[src/rtl/audio_fx_pkg.sv]
// Shared types and helpers for the I2S effect codec.
//   fx_mode_e : per-frame effect selection (pass / attenuate / boost / mute)
//   sat_shl   : left shift with saturation to a signed word of a given width
package audio_fx_pkg;

   typedef enum logic [1:0] {
      FX_PASS  = 2'b00,
      FX_ATTEN = 2'b01,
      FX_BOOST = 2'b10,
      FX_MUTE  = 2'b11
   } fx_mode_e;

   // Shift x left by sh and clamp to [-2^(w-1), 2^(w-1)-1]. Works in 64 bits so a 24-bit
   // sample shifted by up to 31 cannot wrap before the clamp.
   function automatic longint sat_shl(input longint x, input int unsigned sh,
                                      input int unsigned w);
      longint wide;
      longint hi;
      longint lo;
      wide = x <<< sh;
      hi   = (longint'(1) <<< (w - 1)) - 1;
      lo   = -(longint'(1) <<< (w - 1));
      if (wide > hi) begin
         return hi;
      end else if (wide < lo) begin
         return lo;
      end
      return wide;
   endfunction

endpackage

[src/rtl/audio_fx_gain.sv]
// Single-channel effect stage, purely combinational.
//   sample_i : signed input sample
//   mode_i   : effect mode
//   shift_i  : gain shift amount for attenuate/boost
//   sample_o : processed sample
module audio_fx_gain
   import audio_fx_pkg::*;
#(
   parameter int unsigned SAMPLE_W = 16,
   parameter int unsigned SHIFT_W  = 3
) (
   input  logic signed [SAMPLE_W-1:0] sample_i,
   input  fx_mode_e                   mode_i,
   input  logic        [SHIFT_W-1:0]  shift_i,
   output logic signed [SAMPLE_W-1:0] sample_o
);

   always_comb begin
      sample_o = '0;
      unique case (mode_i)
         FX_PASS:  sample_o = sample_i;
         FX_ATTEN: sample_o = sample_i >>> shift_i;
         FX_BOOST: sample_o = SAMPLE_W'(sat_shl(longint'(sample_i), 32'(shift_i), SAMPLE_W));
         FX_MUTE:  sample_o = '0;
         default:  sample_o = '0;
      endcase
   end

endmodule

[src/rtl/audio_i2s_fx_codec.sv]
// I2S master transceiver for the WM8731 with a per-frame effect stage.
//   iCLK / iRST_N        : audio master clock, async active-low reset
//   iADC_DATA            : codec ADCDAT serial input
//   iMODE/iSHIFT/iSWAP   : effect settings, latched at frame start
//   oAUD_BCK / oAUD_LRCK : generated bit clock and LR clock
//   oAUD_DATA            : codec DACDAT serial output
//   oSAMPLE_L/R, oSAMPLE_VALID : processed samples, one valid pulse per frame
// All state is clocked by iCLK; BCLK edges are used only as rise/fall enables.
module audio_i2s_fx_codec
   import audio_fx_pkg::*;
#(
   parameter int unsigned SAMPLE_W      = 16,
   parameter int unsigned BITS_PER_CH   = 32,
   parameter int unsigned CLK_PER_BCK_H = 3,
   parameter int unsigned SHIFT_W       = 3
) (
   input  logic                iCLK,
   input  logic                iRST_N,
   input  logic                iADC_DATA,
   input  logic [1:0]          iMODE,
   input  logic [SHIFT_W-1:0]  iSHIFT,
   input  logic                iSWAP,
   output logic                oAUD_BCK,
   output logic                oAUD_LRCK,
   output logic                oAUD_DATA,
   output logic [SAMPLE_W-1:0] oSAMPLE_L,
   output logic [SAMPLE_W-1:0] oSAMPLE_R,
   output logic                oSAMPLE_VALID
);

   localparam int unsigned FRAME_BITS = 2 * BITS_PER_CH;
   localparam int unsigned CNT_W      = $clog2(FRAME_BITS);
   localparam int unsigned DIV_W      = (CLK_PER_BCK_H > 1) ? $clog2(CLK_PER_BCK_H) : 1;

   logic [DIV_W-1:0]           div_q, div_d;
   logic                       bck_q, bck_d;
   logic [CNT_W-1:0]           bit_cnt_q, bit_cnt_d, bit_cnt_nxt;
   logic [SAMPLE_W-1:0]        rx_sr_q, rx_sr_d;
   logic signed [SAMPLE_W-1:0] raw_l_q, raw_l_d, raw_r_q, raw_r_d;
   fx_mode_e                   mode_q, mode_d, pmode_q, pmode_d;
   logic [SHIFT_W-1:0]         shift_q, shift_d, pshift_q, pshift_d;
   logic                       swap_q, swap_d, pswap_q, pswap_d;
   logic                       proc_q, proc_d;
   logic [SAMPLE_W-1:0]        out_l_q, out_l_d, out_r_q, out_r_d;
   logic                       valid_q, valid_d;
   logic [SAMPLE_W-1:0]        tx_l_q, tx_l_d, tx_r_q, tx_r_d;
   logic                       data_q, data_d;

   logic                       div_wrap, bck_rise, bck_fall, left_end, frame_end;
   logic signed [SAMPLE_W-1:0] fx_l, fx_r;

   function automatic logic is_right(input logic [CNT_W-1:0] cnt);
      return cnt >= CNT_W'(BITS_PER_CH);
   endfunction

   // True for the slot bits that carry sample data (1..SAMPLE_W within either slot).
   function automatic logic in_word(input logic [CNT_W-1:0] cnt);
      logic [CNT_W-1:0] slot;
      slot = is_right(cnt) ? cnt - CNT_W'(BITS_PER_CH) : cnt;
      return (slot >= CNT_W'(1)) && (slot <= CNT_W'(SAMPLE_W));
   endfunction

   // Effects see the settings that were in force while the frame was received (pmode/pshift),
   // not the ones just latched for the frame now starting.
   audio_fx_gain #(.SAMPLE_W(SAMPLE_W), .SHIFT_W(SHIFT_W)) u_gain_l (
      .sample_i (raw_l_q),
      .mode_i   (pmode_q),
      .shift_i  (pshift_q),
      .sample_o (fx_l)
   );

   audio_fx_gain #(.SAMPLE_W(SAMPLE_W), .SHIFT_W(SHIFT_W)) u_gain_r (
      .sample_i (raw_r_q),
      .mode_i   (pmode_q),
      .shift_i  (pshift_q),
      .sample_o (fx_r)
   );

   // Clock divider and frame counter
   always_comb begin
      div_wrap    = (div_q == DIV_W'(CLK_PER_BCK_H - 1));
      bck_rise    = div_wrap & ~bck_q;
      bck_fall    = div_wrap & bck_q;
      div_d       = div_wrap ? '0 : div_q + DIV_W'(1);
      bck_d       = div_wrap ? ~bck_q : bck_q;
      left_end    = bck_fall && (bit_cnt_q == CNT_W'(BITS_PER_CH - 1));
      frame_end   = bck_fall && (bit_cnt_q == CNT_W'(FRAME_BITS - 1));
      bit_cnt_nxt = frame_end ? '0 : bit_cnt_q + CNT_W'(1);
      bit_cnt_d   = bck_fall ? bit_cnt_nxt : bit_cnt_q;
   end

   // Receive path and setting latches
   always_comb begin
      rx_sr_d  = rx_sr_q;
      raw_l_d  = raw_l_q;
      raw_r_d  = raw_r_q;
      mode_d   = mode_q;
      shift_d  = shift_q;
      swap_d   = swap_q;
      pmode_d  = pmode_q;
      pshift_d = pshift_q;
      pswap_d  = pswap_q;
      proc_d   = frame_end;
      if (bck_rise && in_word(bit_cnt_q)) begin
         rx_sr_d = {rx_sr_q[SAMPLE_W-2:0], iADC_DATA};
      end
      if (left_end) begin
         raw_l_d = rx_sr_q;
      end
      if (frame_end) begin
         raw_r_d  = rx_sr_q;
         pmode_d  = mode_q;
         pshift_d = shift_q;
         pswap_d  = swap_q;
         mode_d   = fx_mode_e'(iMODE);
         shift_d  = iSHIFT;
         swap_d   = iSWAP;
      end
   end

   // Processed outputs and transmit path
   always_comb begin
      out_l_d = out_l_q;
      out_r_d = out_r_q;
      valid_d = proc_q;
      tx_l_d  = tx_l_q;
      tx_r_d  = tx_r_q;
      data_d  = data_q;
      if (proc_q) begin
         out_l_d = pswap_q ? fx_r : fx_l;
         out_r_d = pswap_q ? fx_l : fx_r;
      end
      // DACDAT changes together with the BCLK fall that starts the next slot bit.
      if (bck_fall) begin
         data_d = 1'b0;
         if (in_word(bit_cnt_nxt)) begin
            if (is_right(bit_cnt_nxt)) begin
               data_d = tx_r_q[SAMPLE_W-1];
               tx_r_d = {tx_r_q[SAMPLE_W-2:0], 1'b0};
            end else begin
               data_d = tx_l_q[SAMPLE_W-1];
               tx_l_d = {tx_l_q[SAMPLE_W-2:0], 1'b0};
            end
         end
      end
      // Load lands at bit 0 of the new frame, well before the first data bit is shifted.
      if (proc_q) begin
         tx_l_d = out_l_d;
         tx_r_d = out_r_d;
      end
   end

   always_ff @(posedge iCLK or negedge iRST_N) begin
      if (!iRST_N) begin
         div_q     <= '0;
         bck_q     <= 1'b0;
         bit_cnt_q <= '0;
         rx_sr_q   <= '0;
         raw_l_q   <= '0;
         raw_r_q   <= '0;
         mode_q    <= FX_PASS;
         shift_q   <= '0;
         swap_q    <= 1'b0;
         pmode_q   <= FX_PASS;
         pshift_q  <= '0;
         pswap_q   <= 1'b0;
         proc_q    <= 1'b0;
         out_l_q   <= '0;
         out_r_q   <= '0;
         valid_q   <= 1'b0;
         tx_l_q    <= '0;
         tx_r_q    <= '0;
         data_q    <= 1'b0;
      end else begin
         div_q     <= div_d;
         bck_q     <= bck_d;
         bit_cnt_q <= bit_cnt_d;
         rx_sr_q   <= rx_sr_d;
         raw_l_q   <= raw_l_d;
         raw_r_q   <= raw_r_d;
         mode_q    <= mode_d;
         shift_q   <= shift_d;
         swap_q    <= swap_d;
         pmode_q   <= pmode_d;
         pshift_q  <= pshift_d;
         pswap_q   <= pswap_d;
         proc_q    <= proc_d;
         out_l_q   <= out_l_d;
         out_r_q   <= out_r_d;
         valid_q   <= valid_d;
         tx_l_q    <= tx_l_d;
         tx_r_q    <= tx_r_d;
         data_q    <= data_d;
      end
   end

   assign oAUD_BCK      = bck_q;
   assign oAUD_LRCK     = is_right(bit_cnt_q);
   assign oAUD_DATA     = data_q;
   assign oSAMPLE_L     = out_l_q;
   assign oSAMPLE_R     = out_r_q;
   assign oSAMPLE_VALID = valid_q;

endmodule

[config.mk]
export PLATFORM = sky130hd
export DESIGN_NAME = audio_i2s_fx_codec
export DESIGN_NICKNAME = d
export VERILOG_FILES = /design/src/rtl/audio_fx_pkg.sv /design/src/rtl/audio_fx_gain.sv /design/src/rtl/audio_i2s_fx_codec.sv
export SDC_FILE = /design/constraint.sdc
export NUM_CORES = 1
export LEC_CHECK = 0
export CORE_AREA = 4 4 157 159
export CTS_BUF_LIST = sky130_fd_sc_hd__clkbuf_8
export CTS_CLUSTER_SIZE = 10
export DETAILED_ROUTE_END_ITERATION = 16
export DIE_AREA = 0 0 161 163
export PLACE_DENSITY = 0.63
export SETUP_SLACK_MARGIN = 0.4
export SLEW_MARGIN = 20
export SYNTH_ARGS = -nofsm -noshare
export SYNTH_HDL_FRONTEND = slang
export SYNTH_SLANG_ARGS = --single-unit
export TNS_END_PERCENT = 10
[constraint.sdc]
create_clock -name iCLK -period 2.4 [get_ports iCLK]
set_clock_uncertainty 0.05 [all_clocks]
set_input_delay 0.24 -clock iCLK [delete_from_list [all_inputs] [get_ports iCLK]]
set_output_delay 0.24 -clock iCLK [all_outputs]
set_load 0.01 [all_outputs]
==> results.py, run 1 <==
metrics = {
    "power": {
        "swShare": 0.235,
        "clkPwrFrac": 0.473,
        "ir_drop_uv": 270,
        "p_int_uw": 3470,
        "pwr-share-seq": 0.510,
        "switchingPower_uw": 1060,
        "power_frac_comb": 0.017,
        "leakagePower_uw": 0.00491,
        "p_per_area_mw_per_mm2": 383,
    },
    "worst_setup_path": {
        "crit_chain": "buf_8, and2b_2, a2111oi_4, o211ai_1, o21ai_4, buf_12, nand3_1, o22ai_1, a21oi_1",
        "critPathTopFamily": "compound AO/OA/AOI/OAI gates",
        "reg2reg_from": "pshift_q[1]",
        "cp_data_required_time_ns": 2.68,
        "critical_path.startpoint_type": "flop",
        "cp_slowest_cell": "dfrtp_4",
        "max_stage_delay_ns": 0.52,
        "end_kind": "flop",
        "worstSetupPathType": "reg2reg",
        "critPathMaxFanout": 8,
        "timing.reg2reg.setup_slack_ns": -0.37,
        "rr_endpoint": "tx_l_q[10]",
        "rr_worst_depth": 9,
        "worstPathBufferInverterCount": 2,
        "cp_data_arrival_time_ns": 3.05,
    },
    "finish": {
        "mostFrequentLayoutCells": "buf_4 (140), dfrtp_1 (131), nor2_1 (94)",
        "final_core_util": 0.508,
        "layout_commonest_cell": "buf_4",
        "area_growth_pct": 29.5,
        "final_nets": 1073,
        "antenna_cells": 0,
        "drive_gt1_frac": 0.371,
        "fillerInstances": 2129,
    },
    "routing": {
        "vias": 8094,
        "via_per_inst": 5.82,
        "drtPass1Iterations": 5,
        "avgRoutedWirePerCell_um": 20.4,
        "dr.first_iter.drc_count": 737,
        "ant_nets": 0,
        "totalWireLength_um": 28400,
        "drc": 0,
    },
    "worst_hold_path": {
        "hold_path_class": "in2async",
    },
    "timing": {
        "maxSlewViolCount": 0,
        "setup_viol": 60,
        "max_slew_margin": 0.305,
        "hold_violations": 0,
        "fin_crit_sh": 1.15,
        "fin_tns_setup_ns": -15.67,
        "max_freq_mhz": 361,
        "worst_pin_slew_ns": 1.04,
        "setup_ws_ns": -0.370,
        "rsz0062_at_grt": "true",
        "timing.final.crit_period_ns": 2.77,
    },
    "floorplanning": {
        "initial_core_util": 0.393,
        "die_h_um": 163,
        "core_area_mm2": 0.0233,
        "rows": 56,
        "dieArea_mm2": 0.0262,
        "die_x_um": 161,
        "io_pins": 45,
    },
    "synth": {
        "synth_mux_area_frac": 0.249,
        "yosys_register_bits": 136,
        "yosys.area_share.xor_xnor": 0.00192,
        "synth_compound_area_frac": 0.180,
        "synth_edf_count": 0,
        "yosys.area_share.simple": 0.135,
        "ys_seq_area_frac": 0.373,
        "synth_fa_ha_area_frac": 0.00548,
        "synth_flop_cell": "dfrtp_1",
        "ys_types": 82,
        "async_flop_share": 1.00,
        "syn_area_mm2": 0.00913,
        "synth_top_family_by_area": "multiplexers",
        "synthCells": 920,
        "syn_nets": 933,
        "syn_area_per_cell_um2": 9.93,
        "yosys_warnings": 0,
    },
    "status": {
        "violations": "setup timing",
        "status": "finished, violations left",
    },
    "global_routing": {
        "grt_max_degree": 55,
        "grt_pass1_vias": 7846,
        "grt_usage": 0.214,
        "gr-total-overflow": 0,
        "antenna_found_initial": 0,
        "grt_pass1_wl_um": 44600,
    },
    "run": {
        "max-cap-violations": 0,
    },
    "place": {
        "io_buffers": 44,
        "dp_hpwl_um": 20900,
        "place_congestion": 0.978,
    },
    "clocking": {
        "path_clk_slew_ns": 0.08,
        "htreeDepth": 4,
        "cts_sinks": 136,
        "clockBufferDepth": 2,
        "clock_latency_ns": 0.47,
        "clock-root-buffer": "clkbuf_8",
        "cts_tree": "done",
        "cts_buffers": 17,
    },
}
-- metal layers --
layer	up-vias	wire length, µm	GRT usage	part of all wire
met5	-	0	0	0
met4	0	890	0.0818	0.031
met2	276	13300	0.335	0.47
met1	4046	12700	0.299	0.45
met3	53	1510	0.0377	0.053
li1	3719	-	-	-
-- synthesized netlist by cell type (10+ instances only) --
master / instances / area share
dfrtp_1: 136 / 0.37
nor2_1: 95 / 0.039
mux2_2: 94 / 0.12
nand2_1: 87 / 0.036
mux2i_1: 61 / 0.067
o21ai_0: 46 / 0.025
clkbuf_1: 40 / 0.016
a21oi_1: 30 / 0.016
mux4_2: 25 / 0.062
inv_1: 21 / 0.0086
buf_2: 19 / 0.010
nand3_1: 16 / 0.0088
o22ai_1: 15 / 0.010
nor3_1: 13 / 0.0071
o211ai_1: 12 / 0.0099
o221ai_1: 11 / 0.011
a211oi_1: 10 / 0.0082
nand2b_1: 10 / 0.0069
-- cell type report --
class / instances / area [µm²] / area share
clock buffer: 17 / 234 / 0.0198
inverter: 22 / 85.1 / 0.00719
tap: 319 / 399 / 0.0337
clock inverter: 14 / 199 / 0.0168
sequential: 136 / 3410 / 0.289
multi-input combinational: 681 / 5720 / 0.484
timing repair buffer: 202 / 1780 / 0.150
-- worst max-delay path by stage --
stage           startpoint          to  slack (ns)  depth (start not counted)
5_1_grt        pshift_q[1]  tx_l_q[12]       -0.43                         11
3_3_place_gp   pshift_q[1]   tx_r_q[6]       -0.50                          8
3_5_place_dp   pshift_q[1]   tx_l_q[9]       -0.55                          8
2_1_floorplan  pshift_q[1]  tx_l_q[13]       -0.02                          9
4_1_cts        pshift_q[1]  tx_l_q[13]       -0.26                         11
6_report       pshift_q[1]  tx_l_q[10]       -0.37                          9
-- what timing repair did --
action | CTS | global route
hold buffers | 1 | 0
resized for setup | 59 | 54
setup buffers | 7 | 3
pin swaps | 22 | 26
gates cloned | 0 | 1
hold endpoints to repair | 132 | 0
endpoints found under the setup margin | 106 | 106
-- flip-flops by register name (all words and copies together) (netlist names), 2 cells and up --
name       cells
shift_q        3
pmode_q        2
raw_r_q       16
oSAMPLE_L     16
bit_cnt_q      6
div_q          2
pshift_q       3
rx_sr_q       16
oSAMPLE_R     16
raw_l_q       16
tx_l_q        16
mode_q         2
tx_r_q        16
-- power groups by stage --
stage,Sequential (µW),Combinational (µW),Clock (µW)
finish,2310,76.7,2140
detailed placement,2360,79.3,0
global route,2310,88.9,2290
CTS,2310,80.3,2180
floorplan,2350,9.92,0
global placement,2360,77.8,0
-- cells by family (layout without fill, tap and decap cells) --
logic type	after synthesis	count (layout)
mux	182	182
buf+inv	104	255
fa+ha+maj	4	4
compound gates	225	226
flops	136	136
xor+xnor	2	2
simple gates	267	267
-- metrics by stage --
stage	cell area [µm²]	worst slack, ns	total power [µW]	hold slack (ns)	std cells
4_1_cts	11500	-0.263	4570	0.162	1387
2_1_floorplan	9150	-0.0165	2360	-0.106	920
3_3_place_gp	10700	-0.500	2430	0.110	1348
3_5_place_dp	10700	-0.545	2440	0.112	1348
5_1_grt	11800	-0.435	4690	0.182	1391
6_report	11800	-0.370	4530	0.174	1391
Power figures use the tool's default switching activity.
==> run 2: changes to the inputs <==
- ABC_CLOCK_PERIOD_IN_PS: default -> 2400
- HOLD_SLACK_MARGIN: default -> 0.02
==> results of run 2 <==
Same layout as run 1: the final DEF is identical, and so are final timing and power.
